## config.mk

```make
export PLATFORM = sky130hd
export DESIGN_NAME = rom_readback
export DESIGN_NICKNAME = d
export VERILOG_FILES = /design/src/rtl/rom_map_pkg.sv /design/src/rtl/rom_region_decode.sv /design/src/rtl/rom_readback.sv
export SDC_FILE = /design/constraint.sdc
export NUM_CORES = 1
export LEC_CHECK = 0
export ABC_AREA = 1
export BUFFER_PORTS_ARGS = -buffer_cell sky130_fd_sc_hd__buf_2
export CORE_ASPECT_RATIO = 1.5
export CORE_MARGIN = 5
export CORE_UTILIZATION = 30
export CTS_BUF_LIST = sky130_fd_sc_hd__clkbuf_8
export DETAILED_ROUTE_END_ITERATION = 10
export GPL_TIMING_DRIVEN = 0
export PLACE_DENSITY = 0.66
export SLEW_MARGIN = 15
export SYNTH_ARGS = -nofsm -noshare
export SYNTH_HDL_FRONTEND = slang
export SYNTH_SLANG_ARGS = --single-unit
```

## constraint.sdc

```tcl
create_clock -name CLK_DL -period 3.4 [get_ports CLK_DL]
set_input_delay 0.34 -clock CLK_DL [delete_from_list [all_inputs] [get_ports CLK_DL]]
set_output_delay 0.34 -clock CLK_DL [all_outputs]
set_load 0.01 [all_outputs]
```

## src/rtl/rom_map_pkg.sv

```systemverilog
// -----------------------------------------------------------------------------
// rom_map_pkg
// Shared loader region map for the EPROM/RAM dprams. The download selector and
// the upload readback path both decode the 25-bit ioctl address against these
// tables.
//   REGION_BASE / REGION_SIZE_LOG2 : per-region byte base and log2(size)
//   region_t                       : region index, in RB_CS bit order
//   OOR_INDEX                      : index reported for out-of-range addresses
//   rb_state_t                     : readback FSM states
// -----------------------------------------------------------------------------
package rom_map_pkg;

    localparam int ADDR_W    = 25;
    localparam int OFFS_W    = 15;
    localparam int REGIONS_C = 14;

    typedef enum logic [3:0] {
        REGION_EP1  = 4'd0,
        REGION_EP2  = 4'd1,
        REGION_EP9  = 4'd2,
        REGION_EP3  = 4'd3,
        REGION_EP4  = 4'd4,
        REGION_EP5  = 4'd5,
        REGION_EP6  = 4'd6,
        REGION_EP7  = 4'd7,
        REGION_EP8  = 4'd8,
        REGION_EP10 = 4'd9,
        REGION_EP11 = 4'd10,
        REGION_EP12 = 4'd11,
        REGION_EP13 = 4'd12,
        REGION_EP14 = 4'd13,
        REGION_OOR  = 4'd14
    } region_t;

    localparam region_t OOR_INDEX = REGION_OOR;

    localparam logic [ADDR_W-1:0] REGION_BASE [REGIONS_C] = '{
        25'h00000, 25'h08000, 25'h10000, 25'h12000, 25'h14000,
        25'h16000, 25'h1E000, 25'h26000, 25'h2E000, 25'h36000,
        25'h3E000, 25'h46000, 25'h4E000, 25'h56000
    };

    localparam int REGION_SIZE_LOG2 [REGIONS_C] = '{
        15, 15, 13, 13, 13,
        15, 15, 15, 15, 15,
        15, 15, 15, 15
    };

    typedef enum logic [1:0] {
        IDLE    = 2'd0,
        ISSUE   = 2'd1,
        LAT     = 2'd2,
        PRESENT = 2'd3
    } rb_state_t;

endpackage

```

## src/rtl/rom_region_decode.sv

```systemverilog
// -----------------------------------------------------------------------------
// rom_region_decode
// Combinational loader-address decoder shared by download and upload paths.
//   addr   in  25  byte address in the loader map
//   region out 4   region index (OOR_INDEX when outside every region)
//   oor    out 1   address lies outside every region
//   offset out 15  region-local offset (zero when out of range)
// -----------------------------------------------------------------------------
module rom_region_decode
    import rom_map_pkg::*;
(
    input  logic [ADDR_W-1:0] addr,
    output region_t           region,
    output logic              oor,
    output logic [OFFS_W-1:0] offset
);

    // Regions never overlap, so at most one iteration matches.
    always_comb begin
        region = OOR_INDEX;
        oor    = 1'b1;
        offset = '0;
        for (int i = 0; i < REGIONS_C; i++) begin
            if ((addr >= REGION_BASE[i]) &&
                (addr <  REGION_BASE[i] + (25'd1 << REGION_SIZE_LOG2[i]))) begin
                region = region_t'(4'(i));
                oor    = 1'b0;
                offset = OFFS_W'(addr - REGION_BASE[i]);
            end
        end
    end

endmodule

```

## src/rtl/rom_readback.sv

```systemverilog
// -----------------------------------------------------------------------------
// rom_readback
// Serves HPS ioctl upload reads by reading the EPROM/RAM dprams back through
// their download-side port b. One byte per IOCTL_RD, held off with IOCTL_WAIT.
//   CLK_DL        in   1              download/upload clock
//   RESET         in   1              synchronous, active-high reset
//   IOCTL_UPLOAD  in   1              upload session active
//   IOCTL_RD      in   1              single-cycle read strobe
//   IOCTL_ADDR    in   25             byte address in the loader map
//   IOCTL_DIN     out  8              returned byte
//   IOCTL_WAIT    out  1              high while a read is outstanding
//   RB_CS         out  NUM_REGIONS    one-hot region read select
//   RB_ADDR       out  15             region-local offset
//   RB_DATA       in   8*NUM_REGIONS  port-b read data, region i at [8i+7:8i]
//   CHECKSUM      out  16             (ROM_READBACK_CHECKSUM_EN only) running
//                                     sum of bytes presented this session
// Optional feature macro: ROM_READBACK_CHECKSUM_EN
// -----------------------------------------------------------------------------
module rom_readback
    import rom_map_pkg::*;
#(
    parameter int         NUM_REGIONS = 14,
    parameter int         RD_LATENCY  = 1,
    parameter logic [7:0] OOR_DATA    = 8'hFF
) (
    input  logic                     CLK_DL,
    input  logic                     RESET,
    input  logic                     IOCTL_UPLOAD,
    input  logic                     IOCTL_RD,
    input  logic [24:0]              IOCTL_ADDR,
    output logic [7:0]               IOCTL_DIN,
    output logic                     IOCTL_WAIT,
    output logic [NUM_REGIONS-1:0]   RB_CS,
    output logic [14:0]              RB_ADDR,
    input  logic [8*NUM_REGIONS-1:0] RB_DATA
`ifdef ROM_READBACK_CHECKSUM_EN
    ,
    output logic [15:0]              CHECKSUM
`endif
);

    localparam logic [1:0] LAT_INIT = 2'(RD_LATENCY);

    rb_state_t         state, state_nxt;
    region_t           dec_region;
    logic              dec_oor;
    logic [OFFS_W-1:0] dec_offset;

    logic [3:0]        region_p0, region_nxt;
    logic              oor_p0, oor_nxt;
    logic [OFFS_W-1:0] offset_p0, offset_nxt;

    logic [1:0]        lat_cnt, lat_nxt;
    logic [7:0]        din_nxt;
    logic              wait_nxt;
    logic [NUM_REGIONS-1:0] cs_nxt;
    logic [14:0]       addr_nxt;
    logic [7:0]        sel_byte;

    rom_region_decode u_decode (
        .addr   (IOCTL_ADDR),
        .region (dec_region),
        .oor    (dec_oor),
        .offset (dec_offset)
    );

    function automatic logic [NUM_REGIONS-1:0] region_onehot(input logic [3:0] idx,
                                                             input logic       is_oor);
        logic [NUM_REGIONS-1:0] oh;
        oh = '0;
        for (int i = 0; i < NUM_REGIONS; i++) begin
            oh[i] = !is_oor && (idx == 4'(i));
        end
        return oh;
    endfunction

    // Byte from the latched region; out-of-range requests read the fill value.
    always_comb begin
        sel_byte = OOR_DATA;
        if (!oor_p0) begin
            for (int i = 0; i < NUM_REGIONS; i++) begin
                if (region_p0 == 4'(i)) begin
                    sel_byte = RB_DATA[8*i +: 8];
                end
            end
        end
    end

    always_comb begin
        state_nxt  = state;
        region_nxt = region_p0;
        oor_nxt    = oor_p0;
        offset_nxt = offset_p0;
        lat_nxt    = lat_cnt;
        din_nxt    = IOCTL_DIN;
        wait_nxt   = IOCTL_WAIT;
        cs_nxt     = RB_CS;
        addr_nxt   = RB_ADDR;

        // Losing the upload session abandons an outstanding read; the last
        // delivered byte stays on IOCTL_DIN.
        if ((state != IDLE) && !IOCTL_UPLOAD) begin
            state_nxt = IDLE;
            wait_nxt  = 1'b0;
            cs_nxt    = '0;
        end else begin
            case (state)
                IDLE: begin
                    if (IOCTL_RD && IOCTL_UPLOAD) begin
                        region_nxt = dec_region;
                        oor_nxt    = dec_oor;
                        offset_nxt = dec_offset;
                        wait_nxt   = 1'b1;
                        state_nxt  = ISSUE;
                    end
                end
                ISSUE: begin
                    cs_nxt    = region_onehot(region_p0, oor_p0);
                    addr_nxt  = offset_p0;
                    lat_nxt   = LAT_INIT;
                    state_nxt = LAT;
                end
                LAT: begin
                    lat_nxt = lat_cnt - 2'd1;
                    if (lat_cnt <= 2'd1) begin
                        state_nxt = PRESENT;
                    end
                end
                PRESENT: begin
                    din_nxt   = sel_byte;
                    wait_nxt  = 1'b0;
                    cs_nxt    = '0;
                    state_nxt = IDLE;
                end
                default: begin
                    state_nxt = IDLE;
                end
            endcase
        end
    end

    // ---- request latch (p0) and output registers ----
    always_ff @(posedge CLK_DL) begin
        region_p0 <= region_nxt;
        oor_p0    <= oor_nxt;
        offset_p0 <= offset_nxt;
        if (RESET) begin
            state      <= IDLE;
            lat_cnt    <= '0;
            IOCTL_DIN  <= '0;
            IOCTL_WAIT <= 1'b0;
            RB_CS      <= '0;
            RB_ADDR    <= '0;
        end else begin
            state      <= state_nxt;
            lat_cnt    <= lat_nxt;
            IOCTL_DIN  <= din_nxt;
            IOCTL_WAIT <= wait_nxt;
            RB_CS      <= cs_nxt;
            RB_ADDR    <= addr_nxt;
        end
    end

`ifdef ROM_READBACK_CHECKSUM_EN
    logic upload_q;
    logic present;

    // A byte is delivered only when PRESENT completes without an abort.
    assign present = (state == PRESENT) && IOCTL_UPLOAD;

    function automatic logic [15:0] csum_add(input logic [15:0] acc, input logic [7:0] b);
        return acc + {8'h00, b};
    endfunction

    always_ff @(posedge CLK_DL) begin
        if (RESET) begin
            upload_q <= 1'b0;
            CHECKSUM <= '0;
        end else begin
            upload_q <= IOCTL_UPLOAD;
            if (IOCTL_UPLOAD && !upload_q) begin
                CHECKSUM <= '0;
            end else if (present && !oor_p0) begin
                CHECKSUM <= csum_add(CHECKSUM, sel_byte);
            end
        end
    end
`endif

endmodule

```

Word level (Yosys, flattened, before mapping):

Index checks and enable logic that the tools add are counted.

* bits in registers: 62
* input bits: 141
* output and inout port bits: 38
* word-level logic and storage cells: 171

* add/subtract/negate cells: 14
* order comparisons: 29
* eq/ne operators: 18
* muxes and demuxes: 50
* bitwise gates (word level): 1
* reductions and logical operators: 48

Operator list (number)
* 15-bit 2-to-1 mux: 14
* 15-bit subtractor (second input constant): 10
* 25-bit by 17-bit >= comparator with 1-bit output (second input constant): 5
* 25-bit by 17-bit less-than comparator with 1-bit output (second input constant): 5
* 8-bit 2-to-1 mux: 15
* 25-bit by 18-bit >= comparator with 1-bit output (second input constant): 4
* 25-bit by 18-bit less-than comparator with 1-bit output (second input constant): 4
* 25-bit by 19-bit less-than comparator with 1-bit output (second input constant): 4
* 25-bit by 19-bit >= comparator with 1-bit output (second input constant): 3
* 4-bit 2-to-1 mux: 8
* 1-bit logical AND: 30
* 15-bit by 1-bit subtractor with 15-bit output (second input constant): 2
* 14-bit one-hot mux with 2 select lines: 1
* 25-bit by 1-bit >= comparator with 1-bit output (second input constant): 1
* 25-bit by 16-bit >= comparator with 1-bit output (second input constant): 1
* 25-bit by 16-bit less-than comparator with 1-bit output (second input constant): 1
* 4-bit equality test (second input constant): 6
* 4-bit by 3-bit equality test with 1-bit output (second input constant): 4
* 15-bit by 14-bit subtractor with 15-bit output (second input constant): 1
* 13-bit OR reduction: 1
* 3-bit 2-to-1 mux: 4
* 2-bit AND reduction: 5
* 4-bit by 2-bit equality test with 1-bit output (second input constant): 2
* 2-bit one-hot mux with 4 select lines: 1
* 18 further kinds: 28

Logic depth before layout (Yosys ltp):

* depth after elaboration: 16
* gate-level depth with buffers: 13
* mapped depth without buffers: 13

Modules after synthesis:

From an unflattened synthesis, not the netlist that was laid out.

* cell total of the unflattened synthesis: 609
* area total of the unflattened synthesis: 4031.4 um2

By module, submodules not included
* rom_readback: instances 1, cells an instance 466, area each 3301.9 um2, seq. area each 1441.4 um2
* rom_region_decode: instances 1, cells an instance 143, area each 729.4 um2, seq. area each 0.0 um2

Least setup slack after synthesis:

OpenSTA, ideal clock, no wires.

* path kind: reg2reg
* start: register state[0]
* end: register offset_p0[0] (enable)
* library setup time: 398 ps
* data arrival time: 1522 ps
* data required time: 3002 ps
* path slack: 1480 ps
* cell stages (with the launch flop): 5
* path buffers: 0
* period minus slack after synthesis: 1920 ps
* cell sequence: dfxtp_1 -> inv_1 -> ha_1 -> inv_1 -> nor2_1

* longest elaborated chain between the ends: 4
* elaborated cells on any way between the ends: 5
* those cells by class: 1 x bitwise; 4 x reduce/logical

Ends and longest elaborated chain
* from (decl): line rom_readback.sv:44 `rb_state_t state, state_nxt;`
* from (signal assigned): line rom_readback.sv:155 `state <= state_nxt;`
* 2-bit nonzero test: line rom_readback.sv:102 `if ((state != IDLE) && !IOCTL_UPLOAD) begin`
* 1-bit logical AND: line rom_readback.sv:102
* 1-bit inverter (no source line)
* 3-bit AND reduction (no source line) (*)
* to (signal assigned): line rom_readback.sv:146 `offset_p0 <= offset_nxt;`
* to (decl): line rom_readback.sv:51 `logic [OFFS_W-1:0] offset_p0, offset_nxt;`

Mark *: on every way between the ends. The rest lies on a longest branch, timed or not.
A chain may end at the register's enable or synchronous reset.

Final worst setup path:

* start: register region_p0[0]
* end: register IOCTL_DIN[7]

* longest elaborated chain between the ends: 16
* elaborated cells on any way between the ends: 29
* those cells by class: 13 x eq/ne; 15 x mux; 1 x reduce/logical

Ends and longest elaborated chain
* from (decl): line rom_readback.sv:49 `logic [3:0] region_p0, region_nxt;`
* from (signal assigned): line rom_readback.sv:144 `region_p0 <= region_nxt;`
* 4-bit logical NOT: line rom_readback.sv:82 `if (region_p0 == 4'(i)) begin`
* 8-bit 2-to-1 mux (13 in series): line rom_readback.sv:82
* 8-bit 2-to-1 mux (*): line rom_readback.sv:82
* 8-bit 2-to-1 mux (*): line rom_readback.sv:80 `if (!oor_p0) begin`
* to (signal assigned): line rom_readback.sv:157 `IOCTL_DIN <= din_nxt;`
* to (decl): line rom_readback.sv:31 `output logic [7:0] IOCTL_DIN,`

Marks and branches as above.

==> run summary <==
Max Freq - 502 MHz
R2R Path Start - region_p0[0]
Endpoints failing setup - 0
Die X - 106 microns
Reg2Reg Setup Slack - 1.41 ns
First-pass DRT Iterations - 4
Ys async rst share - 0
Commonest non-fill, non-tap cell in the layout - buf_2
Slowest-stage cell, CP - edfxtp_1
Cell internal pwr - 1.42 mW
Max H-tree Level - 3
CP delay by family, top - simple AND/OR/NAND/NOR gates
Synthesis-to-layout area growth - 31.3%
Worst-path clk slew - 0.08 ns
Status - complete, no violations
Setup TNS - 0 ns
Share of cells above drive strength 1 - 0.307
Post-synthesis sequential element count - 62
Post-CTS resize count - 0
Seq pwr share - 0.429
Synth warn - 0
EDFF count, synth - 20
WS Path Type - flop to flop
First-pass GRT wire length - 21.7 mm
Final Hold Vio Count - 0
Io pins - 179
Vias in the first global route - 4491
Net Count, Synth - 777
Critical path arrival - 2.23 ns
Startpoint types - flop
Worst path cell trace - nor2_2 > nand2_1 > or2_2 > nand4_1 > nor2_1 > nand4_1 > a21oi_1
Distinct cells, synth - 36
Worst-Margin Slew - 0.718 ns
Vias/cell - 4.61
Total CTS buffers - 9
Final Power - 2.23 mW
RSZ-0062 raised after global routing - no
Die ar. - 16300 sq um
GRT Total Usage - 0.165
Antenna violations before repair - 0
HPWL after DPL - 11.4 mm
Core ar. - 13500 sq um
Pwr Density - 411 nW/um^2
# port buffers - 178
Placer Congestion - 0.922
Setup Fix Bufs, Post-CTS - 0
CTS sink count - 62
FF/Latch Area - 1440 sq um
DR vias - 4538
Clock Tree Buf Depth - 2
Cell Area, Synth - 4130 sq um
Area taken by multi-input logic gates - 2200 sq um
R2R Path End - IOCTL_DIN[7]
Reg2Reg Depth - 7
Antenna Cells - 0
Final Cycle Share - 0.586
Clock root buffer - clkbuf_8
Fin. max-slew vios - 0
Post-CTS Hold Fix Bufs - 0
Switch share - 0.365
Hold Crit Class - primary input to flop
Min Tclk post-route - 1.99 ns
Starting Density - 0.305
Clock power frac - 0.265
Final Skew - 0.00978 ns
Combinational share of power - 0.306
Syn_area_per_cell - 6.59 sq um
Top_reg_cell synth - dfxtp_1
Grt ovf - 0
Largest net degree at the start of global routing - 17
Slew HR - 0.520
Mapped Cells - 627
Leak - 2.81 nW
Commonest cells after routing, fill and taps aside - 181 x buf_2, 117 x nand2_1, 111 x inv_1
CP bufs+invs - 0
CP Data Required Time - 3.63 ns
CTS tree - yes
Drt wl/cell - 13.8 microns
Hold Crit Endpoint - lat_cnt[1]
Post-layout nets - 967
Die Height - 154 microns
Design area - 5420 sq um
Post-route ant nets - 0
Peak VDD IR - 175 uV
# rows - 52
Max incr delay on CP - 0.49 ns
Clock latency on the worst-skew pair - 0.34 ns
Detailed Route WL - 13.6 mm
Switch Pwr - 0.814 mW
CP Max Fanout - 10
Area after DPL - 5240 sq um
Hold Crit Depth - 2
# Max-Cap Violations - 0
Initial DRC count - 211
Register area share after synthesis - 0.349
Hold_sp - RESET
# fillers - 1494
Endpoint class of the critical path - flop
Top cell by count, worst path - nand4_1
DRC viols - 0
[sequential cells by signal, summed over array words and instances, names as in the netlist]
| name | count |
|---|---|
| lat_cnt | 2 |
| offset_p0 | 15 |
| oor_p0 | 1 |
| IOCTL_DIN | 8 |
| RB_ADDR | 15 |
| IOCTL_WAIT | 1 |
| region_p0 | 4 |
| RB_CS | 14 |
| state | 2 |
[worst reg2reg max path, cell delays in order, from the launching register on]
cell and delay [ns]:
edfxtp_1 0.49, nor2_2 0.42, nand2_1 0.30, or2_2 0.34
nand4_1 0.10, nor2_1 0.08, nand4_1 0.10, a21oi_1 0.07
[worst max-delay path by stage]
stage / slack (ns) / cells after the start / startpoint / endpoint
CTS: 1.35 / 7 / state[0] / IOCTL_DIN[5]
global placement: 0.96 / 6 / state[0] / IOCTL_WAIT
finish: 1.41 / 7 / region_p0[0] / IOCTL_DIN[7]
global route: 1.17 / 7 / state[0] / IOCTL_DIN[5]
floorplan: 1.48 / 4 / state[0] / offset_p0[0]
detailed placement: 1.29 / 13 / IOCTL_ADDR[14] / offset_p0[14]
[layout make-up]
| class | instances | area share |
|---|---|---|
| clock inverters | 7 | 0.0104 |
| multi-input cells | 437 | 0.406 |
| plain buffers | 12 | 0.00970 |
| clock buffers | 9 | 0.0229 |
| well taps | 162 | 0.0374 |
| inverters | 116 | 0.0803 |
| flip-flops and latches | 62 | 0.266 |
| repair buffers | 179 | 0.167 |
[cells in the mapped netlist, drive strengths merged, types with 2 or more instances]
library cell,count,share of area
a21oi,46,0.057
a31oi,2,0.0030
buf,5,0.0064
clkbuf,7,0.0064
dfxtp,42,0.20
edfxtp,20,0.15
ha,9,0.027
inv,116,0.11
nand2,122,0.11
nand3,46,0.059
nand3b,11,0.020
nand4,23,0.035
nor2,108,0.12
nor3,4,0.0076
o21ai,38,0.048
o31ai,2,0.0036
or2,19,0.029
[routing by layer]
metal | vias to the layer above | global-route usage | wire length (microns)
met2 | 131 | 0.304 | 7050
met1 | 1992 | 0.181 | 5350
met4 | 0 | 0.0685 | 432
li1 | 2385 | - | -
met3 | 30 | 0.0340 | 755
met5 | - | 0 | 0
[cell families after synthesis]
group	count (synthesis)	share of synthesized area
compound gates	94	0.124
buf+inv	128	0.118
fa+ha+maj	9	0.0273
simple gates	334	0.382
flops	62	0.349
[power groups by stage]
| stage | sequential (mW) | clock (mW) | combinational [mW] |
|---|---|---|---|
| floorplan | 0.997 | 0 | 0.364 |
| global placement | 0.972 | 0 | 0.673 |
| detailed placement | 0.972 | 0 | 0.690 |
| CTS | 0.957 | 0.613 | 0.695 |
| global route | 0.972 | 0.655 | 0.785 |
| finish | 0.956 | 0.591 | 0.683 |
[through the flow]
step | hold slack (ns) | cells | setup slack [ns] | util
5_1_grt | 0.176 | 984 | 1.17 | 0.401
3_3_place_gp | 0.451 | 967 | 0.963 | 0.386
3_5_place_dp | 0.453 | 968 | 1.29 | 0.387
4_1_cts | 0.175 | 984 | 1.35 | 0.401
6_report | 0.198 | 984 | 1.41 | 0.401
2_1_floorplan | 0.418 | 627 | 1.48 | -
Note: power is estimated with default switching activity, not from simulation.
